### src/rtl/rx_demux_lane_sched_pkg.sv
// rx_demux_lane_sched_pkg: shared state encoding and lane identifiers for the Rx 1:2 demux scheduler
package rx_demux_lane_sched_pkg;
  typedef enum logic [1:0] {ST_IDLE = 2'd0, ST_RUN = 2'd1, ST_STALL = 2'd2} state_e;
  localparam logic LANE0 = 1'b0;
  localparam logic LANE1 = 1'b1;
endpackage

### src/rtl/rx_demux_lane_sched_out_reg.sv
// rx_demux_lane_sched_out_reg: per-lane output byte register, one-cycle valid pulse and wrapping byte counter
module rx_demux_lane_sched_out_reg #(
  parameter int DATA_W = 8,
  parameter int CNT_W  = 16
) (
  input  logic              clk_2f,
  input  logic              reset,
  input  logic              load,
  input  logic [DATA_W-1:0] data,
  output logic              valid_out,
  output logic [DATA_W-1:0] data_out,
  output logic [CNT_W-1:0]  cnt
);
  logic [DATA_W-1:0] data_q, data_d;
  logic [CNT_W-1:0]  cnt_q, cnt_d;
  logic              valid_q, valid_d;
  always_comb begin
    data_d  = load ? data : data_q;
    cnt_d   = cnt_q + CNT_W'(load);
    valid_d = load;
  end
  always_ff @(posedge clk_2f) begin
    if (reset) begin
      data_q  <= '0;
      cnt_q   <= '0;
      valid_q <= 1'b0;
    end else begin
      data_q  <= data_d;
      cnt_q   <= cnt_d;
      valid_q <= valid_d;
    end
  end
  assign valid_out = valid_q;
  assign data_out  = data_q;
  assign cnt       = cnt_q;
endmodule

### src/rtl/rx_demux_lane_sched.sv
// rx_demux_lane_sched: steers a byte stream to two lanes in strict alternation with per-lane backpressure
module rx_demux_lane_sched
  import rx_demux_lane_sched_pkg::*;
#(
  parameter int DATA_W       = 8,
  parameter int IDLE_TIMEOUT = 4,
  parameter int CNT_W        = 16
) (
  input  logic              clk_2f,
  input  logic              reset,
  input  logic              valid,
  input  logic [DATA_W-1:0] data_in,
  output logic              in_ready,
  input  logic              ready0,
  input  logic              ready1,
  output logic              validout0,
  output logic              validout1,
  output logic [DATA_W-1:0] dataout0,
  output logic [DATA_W-1:0] dataout1,
  output logic              lane_sel,
  output logic              busy,
  output logic              overflow_err,
  output logic [CNT_W-1:0]  cnt0,
  output logic [CNT_W-1:0]  cnt1
);
  localparam int IW = $clog2(IDLE_TIMEOUT + 1);
  state_e            state_q, state_d;
  logic              lane_sel_q, lane_sel_d;
  logic [DATA_W-1:0] hold_q, hold_d;
  logic [IW-1:0]     idle_q, idle_d;
  logic              ovf_q, ovf_d;
  logic              stall, rdy, go, ld0, ld1;
  logic [DATA_W-1:0] ld_data;
  always_comb begin
    stall      = state_q == ST_STALL;
    rdy        = lane_sel_q ? ready1 : ready0;
    go         = rdy && (stall || valid);
    ld_data    = stall ? hold_q : data_in;
    ld0        = go && lane_sel_q == LANE0;
    ld1        = go && lane_sel_q == LANE1;
    ovf_d      = ovf_q || (valid && stall);
    hold_d     = (!stall && valid && !rdy) ? data_in : hold_q;
    lane_sel_d = go ? ~lane_sel_q : lane_sel_q;
    state_d    = go ? ST_RUN : (!stall && valid) ? ST_STALL : state_q;
    idle_d     = (state_q == ST_RUN && !valid) ? idle_q + IW'(1) : '0;
    // Timeout only fires on a valid-low cycle, so a coincident valid always wins
    if (idle_d == IW'(IDLE_TIMEOUT)) begin
      state_d    = ST_IDLE;
      lane_sel_d = LANE0;
      idle_d     = '0;
    end
  end
  always_ff @(posedge clk_2f) begin
    if (reset) begin
      state_q    <= ST_IDLE;
      lane_sel_q <= LANE0;
      hold_q     <= '0;
      idle_q     <= '0;
      ovf_q      <= 1'b0;
    end else begin
      state_q    <= state_d;
      lane_sel_q <= lane_sel_d;
      hold_q     <= hold_d;
      idle_q     <= idle_d;
      ovf_q      <= ovf_d;
    end
  end
  rx_demux_lane_sched_out_reg #(.DATA_W(DATA_W), .CNT_W(CNT_W)) u_lane0 (
    .clk_2f(clk_2f), .reset(reset), .load(ld0), .data(ld_data),
    .valid_out(validout0), .data_out(dataout0), .cnt(cnt0)
  );
  rx_demux_lane_sched_out_reg #(.DATA_W(DATA_W), .CNT_W(CNT_W)) u_lane1 (
    .clk_2f(clk_2f), .reset(reset), .load(ld1), .data(ld_data),
    .valid_out(validout1), .data_out(dataout1), .cnt(cnt1)
  );
  assign in_ready     = !stall;
  assign busy         = state_q != ST_IDLE;
  assign lane_sel     = lane_sel_q;
  assign overflow_err = ovf_q;
endmodule

### config.mk
export PLATFORM = sky130hd
export DESIGN_NAME = rx_demux_lane_sched
export DESIGN_NICKNAME = d
export VERILOG_FILES = /design/src/rtl/rx_demux_lane_sched_pkg.sv /design/src/rtl/rx_demux_lane_sched_out_reg.sv /design/src/rtl/rx_demux_lane_sched.sv
export SDC_FILE = /design/constraint.sdc
export NUM_CORES = 1
export LEC_CHECK = 0
export CAP_MARGIN = 20
export CORE_UTILIZATION = 45
export CTS_CLUSTER_DIAMETER = 40
export DETAILED_ROUTE_END_ITERATION = 16
export PLACE_DENSITY = 0.74
export SLEW_MARGIN = 20
export SYNTH_ARGS = -nofsm -noshare
export SYNTH_HDL_FRONTEND = slang
export SYNTH_SLANG_ARGS = --single-unit
### constraint.sdc
create_clock -name clk_2f -period 2.8 [get_ports clk_2f]
set_clock_uncertainty 0.2 [all_clocks]
set_input_delay 0.42 -clock clk_2f [delete_from_list [all_inputs] [get_ports clk_2f]]
set_output_delay 0.42 -clock clk_2f [all_outputs]
set_load 0.01 [all_outputs]
* Word level (Yosys, flattened, before mapping) *
Index checks and enable logic that the tools add are counted.

word-level totals
  bits in registers = 65
  input bits = 13
  output and inout bits = 54
  word-level logic and storage cells = 40

cells by class
  $add $sub $neg = 3
  eq/ne operators = 3
  mux-type cells = 5
  bitwise gates (word level) = 1
  reductions and logical operators = 16

operators by type and width
  kind                   count
  $add A16 B1 Y16        2
  $mux W8                1
  $logic_and A1 B1 Y1    7
  $reduce_bool A2 Y1     2
  $add A3 B1 Y3 const B  1
  $eq A3 B3 Y1 const B   1
  $logic_not A1 Y1       3
  $mux W1                3
  $mux W3                1
  $reduce_or A3 Y1       1
  $eq A2 B1 Y1 const B   1
  $eq A2 B2 Y1 const B   1
  $logic_or A1 B1 Y1     2
  $reduce_or A2 Y1       1
  $not A1 Y1             1

* Depth between registers and ports, before layout *
  word-level depth = 5
  gate-level depth with buffers = 10
  depth with buffers taken out = 8

* Hierarchy *
Synthesis repeated with hierarchy kept, for this count alone.

second synthesis, totals
  cell total of the unflattened synthesis = 306
  area total of the unflattened synthesis = 2841.5 sq um

modules (own cells, without submodules)
  module                       instances  cells an instance  area each (sq um)  sequential area each (sq um)
  rx_demux_lane_sched_out_reg  2          110                1064.8             500.5
  rx_demux_lane_sched          1          86                 711.9              300.3

* Least setup slack after synthesis *
Ideal clock, no wire load.

  path type = reg2reg
  start = register state_q[1]
  end = register u_lane1.cnt_q[14] (netlist: u_lane1.cnt[14])
  setup time = 0.128 ns
  arrival time = 2.111 ns
  required time = 2.472 ns
  setup slack = 0.362 ns
  stages on the path, launching flop included = 11
  buffers on the path = 2
  period minus slack after synthesis = 2.438 ns
  cells stage by stage = dfxtp_1 > nand2b_1 > buf_2 > a21oi_4 > buf_2 > ha_1 > ha_1 > nand4_1 > nor4_1 > xnor2_1 > nor2_1

between the ends
  word-level cells in the longest chain between the ends = 5

RTL lines
  what                    line                               source
  start, declared         rx_demux_lane_sched.sv:27          state_e state_q, state_d;
  start signal, assigned  rx_demux_lane_sched.sv:61          state_q <= state_d;
  $eq A2 B2 Y1            rx_demux_lane_sched.sv:35          stall = state_q == ST_STALL;
  $logic_or A1 B1 Y1      rx_demux_lane_sched.sv:37          go = rdy && (stall || valid);
  $logic_and A1 B1 Y1     rx_demux_lane_sched.sv:37
  $logic_and A1 B1 Y1     rx_demux_lane_sched.sv:40          ld1 = go && lane_sel_q == LANE1;
  named net ld1           rx_demux_lane_sched.sv:32          logic stall, rdy, go, ld0, ld1;
  $add A16 B1 Y16         rx_demux_lane_sched_out_reg.sv:19  cnt_d = cnt_q + CNT_W'(load);
  end signal, assigned    rx_demux_lane_sched_out_reg.sv:29  cnt_q <= cnt_d;
  end, declared           rx_demux_lane_sched_out_reg.sv:15  logic [CNT_W-1:0] cnt_q, cnt_d;

The timed path passes the listed nets, and every way through them passes these cells.
A chain may end at the register's enable or synchronous reset.

* Final worst setup path *
  start = input port ready1
  end = register u_lane1.cnt_q[14] (netlist: u_lane1.cnt[14])

between the ends
  word-level cells in the longest chain between the ends = 4

RTL lines
  what                 line                               source
  start, declared      rx_demux_lane_sched.sv:15          input logic ready1,
  $mux W1              rx_demux_lane_sched.sv:36          rdy = lane_sel_q ? ready1 : ready0;
  $logic_and A1 B1 Y1  rx_demux_lane_sched.sv:37
  $logic_and A1 B1 Y1  rx_demux_lane_sched.sv:40
  $add A16 B1 Y16      rx_demux_lane_sched_out_reg.sv:19

No other way between the ends.

==> summary.md <==
| Metric | Value |
|---|---|
| Post-synthesis cell area | `0.00267 sq mm` |
| Clk network pwr share | `39.8%` |
| P_leak | `1.37 nW` |
| Min cycle time layout | `2.38 ns` |
| Setup TNS | `0 ns` |
| Finished Cell Area | `0.00358 sq mm` |
| Detailed Place HPWL | `3.77 mm` |
| Hold Fails Final Rpt | `0` |
| Crit path capture type | `flip-flop` |
| Drt total wl | `5.47 mm` |
| Leading area contributor after synthesis | `dfxtp_1` |
| Post-synth EDFFs | `0` |
| Width of the die | `79.1 um` |
| Comb pwr share | `10.1%` |
| Slew @ Worst Pin | `0.564 ns` |
| Core area | `0.00561 sq mm` |
| Startpoint of the worst hold path | `idle_q[0]` |
| Num rows | `27` |
| Hold depth | `1` |
| Vias per inst | `5.10` |
| Worst-skew pair later-pin latency | `0.33 ns` |
| Hold_buf cts | `0` |
| Clk buf depth | `2` |
| Die footprint | `0.00625 sq mm` |
| Most frequent cells in the layout | `dfxtp_1, clkdlybuf4s50_1, nor2_1` |
| Vias in the first global route | `1990` |
| Largest net degree at the start of global routing | `36` |
| Startpoint type of the worst setup path | `primary input` |
| Yosys top cell area share | `48.7%` |
| Max Slew Vio Count | `0` |
| ANT cells | `0` |
| GRT Total Usage | `18.8%` |
| Initial Util | `47.7%` |
| Yosys reg bits | `65` |
| Reported net switching power | `0.456 mW` |
| Max frequency | `0.420 GHz` |
| Hold WC Path Type | `reg -> reg` |
| Post-CTS sizing | `0` |
| Routed wire per std cell | `12.8 um` |
| Asr flop ratio synth | `0%` |
| CTS tree | `done` |
| Antenna violations before repair | `0` |
| Io pins | `67` |
| H-tree depth | `3` |
| CTS sink count | `65` |
| Outcome | `completed` |
| Critical Path AT | `2.38 ns` |
| Worst slew margin | `62.4%` |
| TritonCTS Buffers | `9` |
| Nets@finish | `369` |
| Switching Fraction | `23.4%` |
| DR vias | `2178` |
| Finished Core Util | `63.8%` |
| Overflow left after global routing | `0` |
| Unrepaired setup endpoints after global routing | `false` |
| Register-to-register setup slack | `0.49 ns` |
| Ratio of cells with drive above 1 in the final layout | `7.61%` |
| Synth area leaders | `dfxtp_1, nor2_1, mux2i_1` |
| Chip height | `79.1 um` |
| Clk pin slew, worst setup/hold paths | `0.07 ns` |
| Placed Area | `0.00339 sq mm` |
| Worst r2r dst | `u_lane1.cnt[14]` |
| Postcts setup bufs | `0` |
| Yosys warns | `0` |
| P&R area growth vs syn | `33.8%` |
| Synthesized instance count | `281` |
| Post-synth net total | `300` |
| Hold EP | `idle_q[0]` |
| Fin crit share | `85.0%` |
| Power per cell area | `544 mW/mm^2` |
| DRC | `0` |
| First-pass GRT wire length | `9.07 mm` |
| Critical path class | `in -> reg` |
| Clock root cell | `clkbuf_8` |
| Seq pwr share | `50.2%` |
| Max-Cap Viols | `0` |
| Initial drt markers | `102` |
| Drt first pass iters | `4` |
| GPL Wtd Cong | `0.747` |
| Detail Route Antenna Nets | `0` |
| Netlist cell types | `38` |
| Internal power | `1.49 mW` |
| # port buffers | `66` |
| Sequential area share after synthesis | `48.7%` |
| Peak supply drop | `0.315 mV` |
| Setup-failing EPs final | `0` |
| Worst path required time | `2.80 ns` |
| Worst r2r path cells | `8` |
| Post-synth top flop | `dfxtp_1` |
| CP Max Fanout | `6` |
| Avg Inst Size Synth | `9.51 sq um` |
| Start of the worst register-to-register path | `state_q[1]` |
==> sequential cells by signal, indices dropped and copies added, names as in the netlist <==
name / flops
hold_q: 8
idle_q: 3
lane_sel: 1
overflow_err: 1
state_q: 2
u_lane0.cnt: 16
u_lane0.data_out: 8
u_lane0.valid_out: 1
u_lane1.cnt: 16
u_lane1.data_out: 8
u_lane1.valid_out: 1
==> power by group through the flow <==
stage,Sequential (mW),Clock (mW),Combinational (mW)
5_1_grt,0.981,0.830,0.214
3_5_place_dp,0.997,0,0.196
6_report,0.977,0.775,0.196
3_3_place_gp,0.997,0,0.195
4_1_cts,0.977,0.795,0.197
2_1_floorplan,1.00,0,0.100
==> layer usage <==
layer  global-route usage (%)  share of wire (%)
met5                        0                  0
met4                     8.00                1.4
met3                     7.13                6.3
met2                     27.8                 44
met1                     24.5                 48
==> final cells by class <==
| cell class | count | area (sq um) |
|---|---|---|
| Fill cell | 511 | 2030 |
| Multi-Input combinational cell | 198 | 1280 |
| Sequential cell | 65 | 1300 |
| Inverter | 4 | 15.0 |
| Clock buffer | 13 | 149 |
| Tap cell | 72 | 90.1 |
| Clock inverter | 3 | 40.0 |
| Timing Repair Buffer | 72 | 701 |
==> cell usage after synthesis (2+ instances only) <==
cell and number:
dfxtp_1 65, nor2_1 56, a211oi_1 17, mux2i_1 16
xor2_1 14, nand4_1 11, xnor2_1 11, nand3_1 10
nor2b_1 9, nand2_1 8, ha_1 6, nor3_1 6
clkbuf_1 5, a21oi_1 4, inv_1 4, nor4_1 4
and4_1 3, buf_2 3, buf_4 3, nand2b_1 3
o21ai_0 3, and3_1 2, buf_1 2, or3_1 2
==> stage by stage <==
step | std cells | setup slack [ns] | power [mW] | hold WS [ns]
global placement | 411 | 0.131 | 1.19 | 0.247
global route | 427 | 0.282 | 2.02 | 0.291
CTS | 427 | 0.424 | 1.97 | 0.256
detailed placement | 411 | 0.0614 | 1.19 | 0.243
finish | 427 | 0.419 | 1.95 | 0.256
floorplan | 281 | 0.362 | 1.10 | 0.222
==> worst max-delay path, stage by stage <==
cell and delay [ns]:
clkdlybuf4s50_1 0.45, nand2_1 0.13, a21oi_4 0.17, ha_1 0.19, ha_1 0.20, nand4_1 0.24
nor4_1 0.36, xnor2_1 0.16, nor2_1 0.05
==> kinds of logic after synthesis <==
family | count (synthesis) | share of synthesized area (%)
AOI/OAI and AO/OA | 29 | 7.91
muxes | 18 | 6.84
xor gates and xnor gates | 25 | 8.19
buffers and inverters | 18 | 3.37
adders and majority gates | 6 | 2.81
DFF | 65 | 48.7
and+or+nand+nor | 120 | 22.2
==> how the worst max path moves through the flow <==
stage | from | to
after CTS | ready1 | u_lane1.cnt[14]
after floorplan | state_q[1] | u_lane1.cnt[14]
after global placement | ready1 | u_lane1.cnt[14]
after detailed placement | ready1 | u_lane1.cnt[14]
final | ready1 | u_lane1.cnt[14]
after global routing | ready1 | u_lane1.cnt[14]
(Power assumes the default switching activity.)
==> edit (same settings) <==
Set the parameter `IDLE_TIMEOUT` to 16 (it was 4).
--- a/src/rtl/rx_demux_lane_sched.sv
+++ b/src/rtl/rx_demux_lane_sched.sv
@@ -5,3 +5,3 @@
   parameter int DATA_W       = 8,
-  parameter int IDLE_TIMEOUT = 4,
+  parameter int IDLE_TIMEOUT = 16,
   parameter int CNT_W        = 16
Behaviour: not the same (Yosys sat finds a counterexample within 10 cycles, from zero or initial values and one cycle with reset high).
==> edit against the unedited design <==
- worst setup slack improved by 0.0097 ns
- critical path type is now flip-flop to output pin
- critical endpoint is now in_ready
- maximum frequency increased by 0.41%
- core utilization decreased by 2.9 points
- wire length increased by 9.1%
- largest cell class is now multi-input gates
- critical path depth decreased by 6
- die area increased by 9.5%
- area after synthesis increased by 9.7%
- sequential cell count increased by 2
- total power increased by 0.73%
- via count increased by 6.7%
- register-to-register slack improved by 0.11 ns
- final area increased by 7.5%
==> edit: results (changes against the unedited design) <==
| Metric | Value |
|---|---|
| CTS H-tree lvls | `3 (unchanged)` |
| Vias | `2324 (+6.7%)` |
| Largest net degree at the start of global routing | `35 (-2.8%)` |
| Worst VDD drop | `0.0003401 V (+8.0%)` |
| Clock Pin Slew Worst Setup and Hold Paths | `0.07 ns (about the same)` |
| Worst-path fanout max | `13 (+7)` |
| Drt pass-1 iters | `4 (unchanged)` |
| Post-synth top cells | `dfxtp_1 (67), nor2_1 (63), a211oi_1 (18), xnor2_1 (18)` |
| CP peak stage delay | `0.58 ns (+0.13 ns)` |
| Synth unique cells | `36 (-5.3%)` |
| CTS resizes | `0 (unchanged)` |
| Worst skew pair latency | `0.33 ns (about the same)` |
| Initial DRC Count | `43 (-58%)` |
| FFs w/ async S/R, synth | `0 (unchanged)` |
| Critical path's top delay family | `buffers and inverters` |
| Buffer depth of the longest clock path | `2 (unchanged)` |
| Sequential area share after synthesis | `0.4573 (-0.02955)` |
| Nets | `395 (+7.0%)` |
| Vias in the first global route | `2075 (+4.3%)` |
| Mapped Nets | `323 (+7.7%)` |
| FILL cells | `556 (+8.8%)` |
| Syn. warnings | `0 (unchanged)` |
| Post-CTS Setup Bufs | `0 (unchanged)` |
| LEAKAGE | `1.487 nW (+8.5%)` |
| Slew HR | `0.6636 (+0.03929)` |
| Antenna violations before repair | `0 (unchanged)` |
| Status | `finished clean` |
| Hold/Removal Path Class | `input port to flip-flop` |
| Drt wl/cell | `13.08 µm (+2.1%)` |
| Worst path slowest cell | `clkdlybuf4s50_1` |
| Diodes inserted | `0 (unchanged)` |
| Cts bufs inserted | `9 (unchanged)` |
| Final Wtd Congestion | `0.7349 (-1.6%)` |
| I/O Buffers | `66 (unchanged)` |
| Root Buffer | `clkbuf_8` |
| Fraction of layout cells with a size suffix above 1 | `0.1135 (+0.03740)` |
| Placed wire-length estimate | `4168 µm (+11%)` |
| GRT Util Overall | `0.1890 (+0.0006336)` |
| First-pass GRT wire length | `9549 µm (+5.2%)` |
| Largest cells by area after synthesis | `dfxtp_1 (46%), nor2_1 (8.1%), mux2i_1 (5.5%)` |
| Cell Int Power | `1.509 mW (+1.2%)` |
| CP Data Arrival Time | `1.75 ns (-0.63 ns)` |
[edit: changes by cell type after synthesis, sizes merged, moves of 5 or more]
| cell | change |
|---|---|
| nor2 | +7 |
| xnor2 | +7 |
| nand2 | +8 |
| nor4 | +5 |
| xor2 | -5 |
[edit: kinds of logic after synthesis]
kind of cell             count (synthesis)  share of synthesized area
AO/OA/AOI/OAI                           33                    0.08234
XOR/XNOR                                27                    0.08063
adder cells (fa/ha/maj)                  6                    0.02560
buffers and inverters                   19                    0.03711
flip-flops                              67                     0.4573
multiplexers                            17                    0.05845
AND/OR/NAND/NOR                        135                     0.2585
[edit: metal layers]
| layer | wire length, µm | global-route usage | vias up | part of all wire |
|---|---|---|---|---|
| met5 | 0 | 0 | - | 0 |
| met4 | 90 | 0.1034 | 0 | 0.015 |
| met3 | 331 | 0.04725 | 7 | 0.055 |
| met2 | 2722 | 0.2877 | 55 | 0.46 |
| met1 | 2820 | 0.2436 | 1069 | 0.47 |
| li1 | - | - | 1193 | - |
[edit: worst paths after layout]
kind | start | endpoint | slack, ns | depth (start not counted)
worst max register to register | state_q[0] | u_lane0.cnt[15] | 0.60 | 9
worst min register to register | idle_q[0] | idle_q[0] | 0.28 | 1
worst max-delay path | state_q[0] | in_ready | 0.43 | 3
worst min-delay path | reset | u_lane0.cnt[4] | 0.28 | 2
[edit: layout make-up]
cell class,count,area [µm²],area share
sequential,67,1341,0.3490
clock buffer,11,141.4,0.03678
multi-input combinational,218,1483,0.3857
tap,77,96.34,0.02507
timing repair buffer,75,723.2,0.1882
clock inverter,3,40.04,0.01042
inverter,5,18.77,0.004883
[edit: power by group through the flow]
stage	logic (mW)	clock network, mW	registers (mW)
floorplan	0.106	0	1.03
finish	0.199	0.757	1.01
global route	0.218	0.820	1.01
detailed placement	0.200	0	1.03
CTS	0.202	0.780	1.01
global placement	0.197	0	1.03
[edit: stage by stage]
stage / cells / hold WS [ns] / instance area [µm²] / setup slack (ns)
2_1_floorplan: 304 / 0.2300 / 2933 / 0.3730
3_3_place_gp: 442 / 0.2436 / 3662 / 0.1795
3_5_place_dp: 442 / 0.2642 / 3662 / 0.1181
4_1_cts: 456 / 0.2764 / 3844 / 0.4156
5_1_grt: 456 / 0.2876 / 3844 / 0.3352
6_report: 456 / 0.2765 / 3844 / 0.4290
